===== src/rtl/ex_muldiv_pkg.sv =====
// Shared types and decode constants for the EX-stage RV32M multiply/divide unit.
// funct3 op encoding, FSM state encoding, and the opcode/funct7 pair that selects M ops.
package ex_muldiv_pkg;

  typedef enum logic [2:0] {
    OP_MUL    = 3'b000,
    OP_MULH   = 3'b001,
    OP_MULHSU = 3'b010,
    OP_MULHU  = 3'b011,
    OP_DIV    = 3'b100,
    OP_DIVU   = 3'b101,
    OP_REM    = 3'b110,
    OP_REMU   = 3'b111
  } muldiv_op_e;

  typedef enum logic [1:0] {
    ST_IDLE,
    ST_CALC,
    ST_FIX,
    ST_DONE
  } muldiv_state_e;

  localparam logic [6:0] OPCODE_OP     = 7'b0110011;
  localparam logic [6:0] FUNCT7_MULDIV = 7'b0000001;

endpackage


===== src/rtl/ex_muldiv_sign_fix.sv =====
// Conditional two's-complement negation; purely combinational, no backpressure.
module muldiv_sign_fix #(
  parameter int XLEN = 32
) (
  input  logic            neg,
  input  logic [XLEN-1:0] val,
  output logic [XLEN-1:0] res
);

  assign res = neg ? -val : val;

endmodule


===== src/rtl/ex_muldiv.sv =====
// Iterative RV32M multiply/divide: XLEN+2 cycles per op (1 cycle for divide special cases).
// New work is accepted only in IDLE/DONE; stall_o holds the pipeline while an op is pending.
module ex_muldiv
  import ex_muldiv_pkg::*;
#(
  parameter int XLEN = 32
) (
  input  logic            clk_i,
  input  logic            rst_i,
  input  logic            start_i,
  input  logic [2:0]      op_i,
  input  logic [XLEN-1:0] src1_i,
  input  logic [XLEN-1:0] src2_i,
  input  logic            flush_i,
  output logic            busy_o,
  output logic            done_o,
  output logic [XLEN-1:0] result_o,
  output logic            stall_o
);

  localparam int CW = $clog2(XLEN) + 1;

  muldiv_state_e     state;
  muldiv_op_e        op_q;
  muldiv_op_e        op_in;
  logic [2*XLEN-1:0] acc;
  logic [XLEN-1:0]   rem;
  logic [XLEN-1:0]   opnd;
  logic [CW-1:0]     cnt;
  logic              neg_q;
  logic              neg_r;

  logic              s1_neg;
  logic              s2_neg;
  logic [XLEN-1:0]   mag1;
  logic [XLEN-1:0]   mag2;
  logic              div_zero;
  logic              div_ovf;
  logic              special;
  logic [XLEN-1:0]   special_res;

  logic [XLEN:0]     mul_sum;
  logic [XLEN:0]     part;
  logic              fits;
  logic [XLEN-1:0]   diff;

  logic [2*XLEN-1:0] prod_fix;
  logic [XLEN-1:0]   quo_fix;
  logic [XLEN-1:0]   rem_fix;
  logic [XLEN-1:0]   fix_res;

  assign op_in  = muldiv_op_e'(op_i);
  assign s1_neg = src1_i[XLEN-1] &
                  (op_in == OP_MULH || op_in == OP_MULHSU || op_in == OP_DIV || op_in == OP_REM);
  assign s2_neg = src2_i[XLEN-1] &
                  (op_in == OP_MULH || op_in == OP_DIV || op_in == OP_REM);

  muldiv_sign_fix #(.XLEN(XLEN)) u_mag1 (.neg(s1_neg), .val(src1_i), .res(mag1));
  muldiv_sign_fix #(.XLEN(XLEN)) u_mag2 (.neg(s2_neg), .val(src2_i), .res(mag2));

  // Divide corner cases resolve at accept and skip the iteration entirely.
  assign div_zero = (src2_i == '0);
  assign div_ovf  = (op_in == OP_DIV || op_in == OP_REM) &&
                    (src1_i == {1'b1, {(XLEN-1){1'b0}}}) && (&src2_i);
  assign special  = op_i[2] & (div_zero | div_ovf);

  always_comb begin
    special_res = '0;
    if (div_zero) special_res = op_i[1] ? src1_i : '1;
    else          special_res = op_i[1] ? '0 : src1_i;
  end

  // Shift-add step: add multiplicand into the high half when the low bit is set.
  assign mul_sum = {1'b0, acc[2*XLEN-1:XLEN]} + (acc[0] ? {1'b0, opnd} : {(XLEN+1){1'b0}});

  // Restoring step: partial remainder is XLEN+1 bits once the next dividend bit shifts in.
  assign part = {rem, acc[XLEN-1]};
  assign fits = (part >= {1'b0, opnd});
  assign diff = part[XLEN-1:0] - opnd;

  muldiv_sign_fix #(.XLEN(2*XLEN)) u_fix_prod (.neg(neg_q), .val(acc),            .res(prod_fix));
  muldiv_sign_fix #(.XLEN(XLEN))   u_fix_quo  (.neg(neg_q), .val(acc[XLEN-1:0]), .res(quo_fix));
  muldiv_sign_fix #(.XLEN(XLEN))   u_fix_rem  (.neg(neg_r), .val(rem),            .res(rem_fix));

  always_comb begin
    fix_res = rem_fix;
    case (op_q)
      OP_MUL:                      fix_res = prod_fix[XLEN-1:0];
      OP_MULH, OP_MULHSU, OP_MULHU: fix_res = prod_fix[2*XLEN-1:XLEN];
      OP_DIV, OP_DIVU:             fix_res = quo_fix;
      default:                     fix_res = rem_fix;
    endcase
  end

  assign stall_o = (start_i | busy_o) & ~flush_i;

  always_ff @(posedge clk_i) begin
    if (rst_i) begin
      state    <= ST_IDLE;
      busy_o   <= 1'b0;
      done_o   <= 1'b0;
      result_o <= '0;
      acc      <= '0;
      rem      <= '0;
      opnd     <= '0;
      cnt      <= '0;
      op_q     <= OP_MUL;
      neg_q    <= 1'b0;
      neg_r    <= 1'b0;
    end else if (flush_i) begin
      state  <= ST_IDLE;
      busy_o <= 1'b0;
      done_o <= 1'b0;
    end else begin
      case (state)
        ST_IDLE, ST_DONE: begin
          done_o <= 1'b0;
          state  <= ST_IDLE;
          if (start_i) begin
            op_q  <= op_in;
            neg_q <= s1_neg ^ s2_neg;
            neg_r <= s1_neg;
            cnt   <= CW'(XLEN);
            rem   <= '0;
            if (special) begin
              result_o <= special_res;
              done_o   <= 1'b1;
              state    <= ST_DONE;
            end else begin
              busy_o <= 1'b1;
              state  <= ST_CALC;
              if (op_i[2]) begin
                acc  <= {{XLEN{1'b0}}, mag1};
                opnd <= mag2;
              end else begin
                acc  <= {{XLEN{1'b0}}, mag2};
                opnd <= mag1;
              end
            end
          end
        end
        ST_CALC: begin
          if (op_q[2]) begin
            rem            <= fits ? diff : part[XLEN-1:0];
            acc[XLEN-1:0]  <= {acc[XLEN-2:0], fits};
          end else begin
            acc <= {mul_sum, acc[XLEN-1:1]};
          end
          cnt <= cnt - CW'(1);
          if (cnt == CW'(1)) state <= ST_FIX;
        end
        ST_FIX: begin
          result_o <= fix_res;
          busy_o   <= 1'b0;
          done_o   <= 1'b1;
          state    <= ST_DONE;
        end
        default: state <= ST_IDLE;
      endcase
    end
  end

endmodule


===== config.mk =====
export PLATFORM = sky130hd
export DESIGN_NAME = ex_muldiv
export DESIGN_NICKNAME = d
export VERILOG_FILES = /design/src/rtl/ex_muldiv_pkg.sv /design/src/rtl/ex_muldiv_sign_fix.sv /design/src/rtl/ex_muldiv.sv
export SDC_FILE = /design/constraint.sdc
export NUM_CORES = 1
export LEC_CHECK = 0
export CORE_MARGIN = 2
export CORE_UTILIZATION = 40
export CTS_CLUSTER_DIAMETER = 120
export DETAILED_ROUTE_END_ITERATION = 10
export GPL_ROUTABILITY_DRIVEN = 0
export GPL_TIMING_DRIVEN = 0
export PLACE_DENSITY = 0.58
export SLEW_MARGIN = 20
export SYNTH_ARGS = -nofsm -noshare
export SYNTH_HDL_FRONTEND = slang
export SYNTH_SLANG_ARGS = --single-unit

===== constraint.sdc =====
create_clock -name clk_i -period 10.9 [get_ports clk_i]
set_input_delay 2.18 -clock clk_i [delete_from_list [all_inputs] [get_ports clk_i]]
set_output_delay 2.18 -clock clk_i [all_outputs]
set_load 0.05 [all_outputs]

==> results.md, run 1 <==
- Status: finished clean
- Synth Warn #: 0
- Most frequent cells in the layout: nor2_1, nand2_1, a21oi_1, dfxtp_1, o21ai_0
- R2R setup slack: approximately 6500 ps
- Initial antenna violation count: 0
- Via count: about 18,000
- # Max-Cap Violations: 0
- Fin crit share: 0.610
- Fin cells: ~2,800
- Synth top area share: 0.221
- Max frequency: 150 MHz
- Commonest register cell after synthesis: dfxtp_1
- Pwr Density: roughly 110 nW/um2
- Post-Synth XOR/XNOR Area: 0.0997
- Synth Area in Adders: 0.0794
- First-pass iteration count of the detailed router: 7
- Worst R2R Start: acc[31]
- Reg2Reg Capture Point: rem[31]
- Wire per inst: between 20 and 30 um
- CP Data Arrival Time: slightly above 7000 ps
- Average size of a mapped cell: roughly 7.3 um2
- Yosys cell types: 84
- GRT Residual Overflow: 0
- Final count of pins violating max slew: 0
- Die area: roughly 41,000 um2
- Final setup viols: 0
- Global Route met1 Usage: 0.443
- Ranking of synthesized cells by area: dfxtp_1, ha_1, a21oi_1, nor2_1, xnor2_1
- Compound-gate portion of the synthesized area: 0.277
- Largest net degree at the start of global routing: 19
- CTS buffer count: 17
- # placed instances: around 2,800
- Footprint of the multi-input gates: roughly 11,000 um2
- Fillers: about 4,000
- Area grow syn2layout: 14.3%
- DRT iter0 DRCs: 2,326
- Worst endpoint required time: 11,300 ps
- Startpoint Class: input pin
- Combinational Power Share: 0.317
- Share of layout cells above drive strength 1: 0.0444
- Port Buffers: 102
- Total Routing Usage GR: 0.336
- RSZ-0062 raised after global routing: false
- Synth Area in Simple Gates: 0.219
- Mux cell area share after synthesis: 0.0512
- CP Capture Type: register
- Mapped Area: 15,800 um2
- Dpl hpwl: 56,700 um
- HP Class: register to register
- Later-pin clock latency in the skew report: around 470 ps
- Remaining antenna violation count after routing: 0
- Crit-path max FO: 10
- Clock-pin slew on the worst setup and hold paths: around 70 ps
- Core box area: just under 40,000 um2
- Post-CTS Repair Setup Buffers: 0
- NetSw: about 760 uW
- NumNets Final: approximately 2,400
- Top Usage Layer GRT: met2
- Met3 usage: 0.0673
- Post-Synthesis Cells: approximately 2,200
- FF+latch area: ~3500 um2
- Reg2reg path depth: 12
- Final WL: ~70,000 um
- Yosys reg bits: about 180
- First-pass GRT wire length: ~100,000 um
- P_leak: between 0.006 and 0.007 uW
- Peak VDD IR: just over 0.1 mV
- Max_slew headroom: 0.260
- Commonest non-fill, non-tap cell in the layout: nor2_1
- Register share of total power: 0.353
- Antenna diodes: 0
- Leading area contributor after synthesis: dfxtp_1
- Post-Synthesis Net Count: approximately 2,300
- CTS tree: yes
- Period minus WS final: ~6600 ps
- Clk root buf: clkbuf_16
- Post-synthesis sequential area ratio: 0.221
- Worst slew pin tran: roughly 1100 ps
- Crit. Startpoint: src2_i[0]
- GR Util met2: 0.506
- Pint: ~1200 uW
- Vias/cell: 6.41
- Number of global-route vias before repair: 16,300
- Setup_tns: 0 ps
- Clk sinks: between 150 and 200
- Worst setup path end: acc[57]
- Clock network fraction of total power: 0.330
- WS Path Type: input pin to register
- Clk buf depth: 2
- Switching share of power: 0.385
- Post-CTS Resized: 0
- Largest family of logic cells by synthesized area: compound AO/OA/AOI/OAI gates
- Hold Vio Cnt, Final: 0
- Die X: between 200 and 250 um
- DRC viols: 0
- Chip height: 203 um
- Post-synthesis async set-or-reset flop share: 0
- Initial core utilization: 0.407
- EDFF count, synth: 0
- CTS Hold Bufs: 0
- Top-level I/O count: roughly 110
- H-tree depth: 4
- Worst-case clock skew: about 17 ps
- Row cnt: 72
-- cell usage after synthesis (23+ instances only) --
library cell,number
nand4_1,25
or3_1,23
maj3_1,29
a21oi_1,181
a211oi_1,57
nor4_1,34
ha_1,74
mux2i_1,46
dfxtp_1,175
nor2_1,228
nand3_1,42
xnor2_1,97
inv_1,68
or4_1,25
a21o_1,32
xor2_1,83
mux2_2,31
o21ai_0,150
nor3_1,59
clkbuf_1,119
o31ai_1,37
nand2_1,226
-- power groups by stage --
stage | combinational, uW | sequential, uW | clock, uW
after floorplan | 393 | 697 | 0
after global placement | 595 | 706 | 0
after detailed placement | 598 | 707 | 0
after CTS | 601 | 692 | 652
after global routing | 664 | 696 | 678
final | 623 | 694 | 648
-- worst min-delay path by stage --
stage                             from      endpoint  slack [ps]  depth (start not counted)
after detailed placement      opnd[13]      opnd[13]         450                          2
final                         opnd[13]      opnd[13]         450                          2
after floorplan               opnd[28]      opnd[28]         430                          2
after global placement         opnd[3]       opnd[3]         440                          2
after global routing      result_o[31]  result_o[31]         470                          2
after CTS                     opnd[13]      opnd[13]         460                          2
-- state kept, by name (all words and copies together) (netlist names) --
| name | flops |
|---|---|
| acc | 64 |
| opnd | 32 |
| rem | 32 |
| result_o | 32 |
| cnt | 6 |
| op_q | 3 |
| state | 2 |
| busy_o | 1 |
| done_o | 1 |
| neg_q | 1 |
| neg_r | 1 |
-- per-stage QoR --
| stage | power [uW] | cell area [um2] | hold WS (ps) | setup slack (ps) | utilization |
|---|---|---|---|---|---|
| after floorplan | 1090 | 15800 | 432 | 5710 | - |
| after global placement | 1300 | 17500 | 441 | 3960 | 0.450 |
| after detailed placement | 1310 | 17500 | 447 | 3900 | 0.450 |
| after CTS | 1950 | 18100 | 456 | 4360 | 0.466 |
| after global routing | 2040 | 18100 | 467 | 4040 | 0.466 |
| final | 1970 | 18100 | 452 | 4250 | 0.466 |
-- area by class of cell --
class,instances,area share
Buffer,141,0.0305
Clock buffer,17,0.0235
Clock inverter,15,0.00914
Inverter,71,0.0147
Multi-Input combinational cell,1778,0.636
Sequential cell,175,0.194
Tap cell,518,0.0359
Timing Repair Buffer,102,0.0565
-- critical path: stages --
cell and delay, ps:
clkdlybuf4s50_1 680, inv_1 80, ha_1 240, or4b_1 200, or2_2 110, clkbuf_1 220
nor2b_1 110, and3_1 220, buf_2 200, o21a_1 200, buf_2 210, a221oi_1 850
nand2_1 390, nor2_1 490, clkbuf_1 430, a22o_1 200
-- cell families (layout without fill, tap and decap cells) --
kind of cell / Yosys count / after routing
AOI/OAI and AO/OA: 678 / 678
xor gates and xnor gates: 180 / 180
adders and majority gates: 105 / 105
buffers and inverters: 212 / 346
DFF: 175 / 175
muxes: 77 / 77
and+or+nand+nor: 738 / 738
-- layer usage --
metal	vias to the layer above	wire length [um]
li1	8192	-
met1	8434	28700
met2	1180	29400
met3	246	7380
met4	0	5190
met5	-	0
No activity file was read; power rests on OpenSTA's default activity.
==> inputs of run 2 (changes only) <==
clock period = 6.9 ns   (was 10.9 ns; I/O delays follow)
==> results of run 2 <==
The final DEF is identical to that of run 1. Status: finished clean.
Among the figures that moved: setup slack after placement 3900 ps -> 700 ps; setup slack after layout 4250 ps -> 1050 ps; register-to-register setup slack 6460 ps -> 2460 ps; total power 1970 uW -> 3100 uW; worst IR drop on VDD 0.103 mV -> 0.163 mV
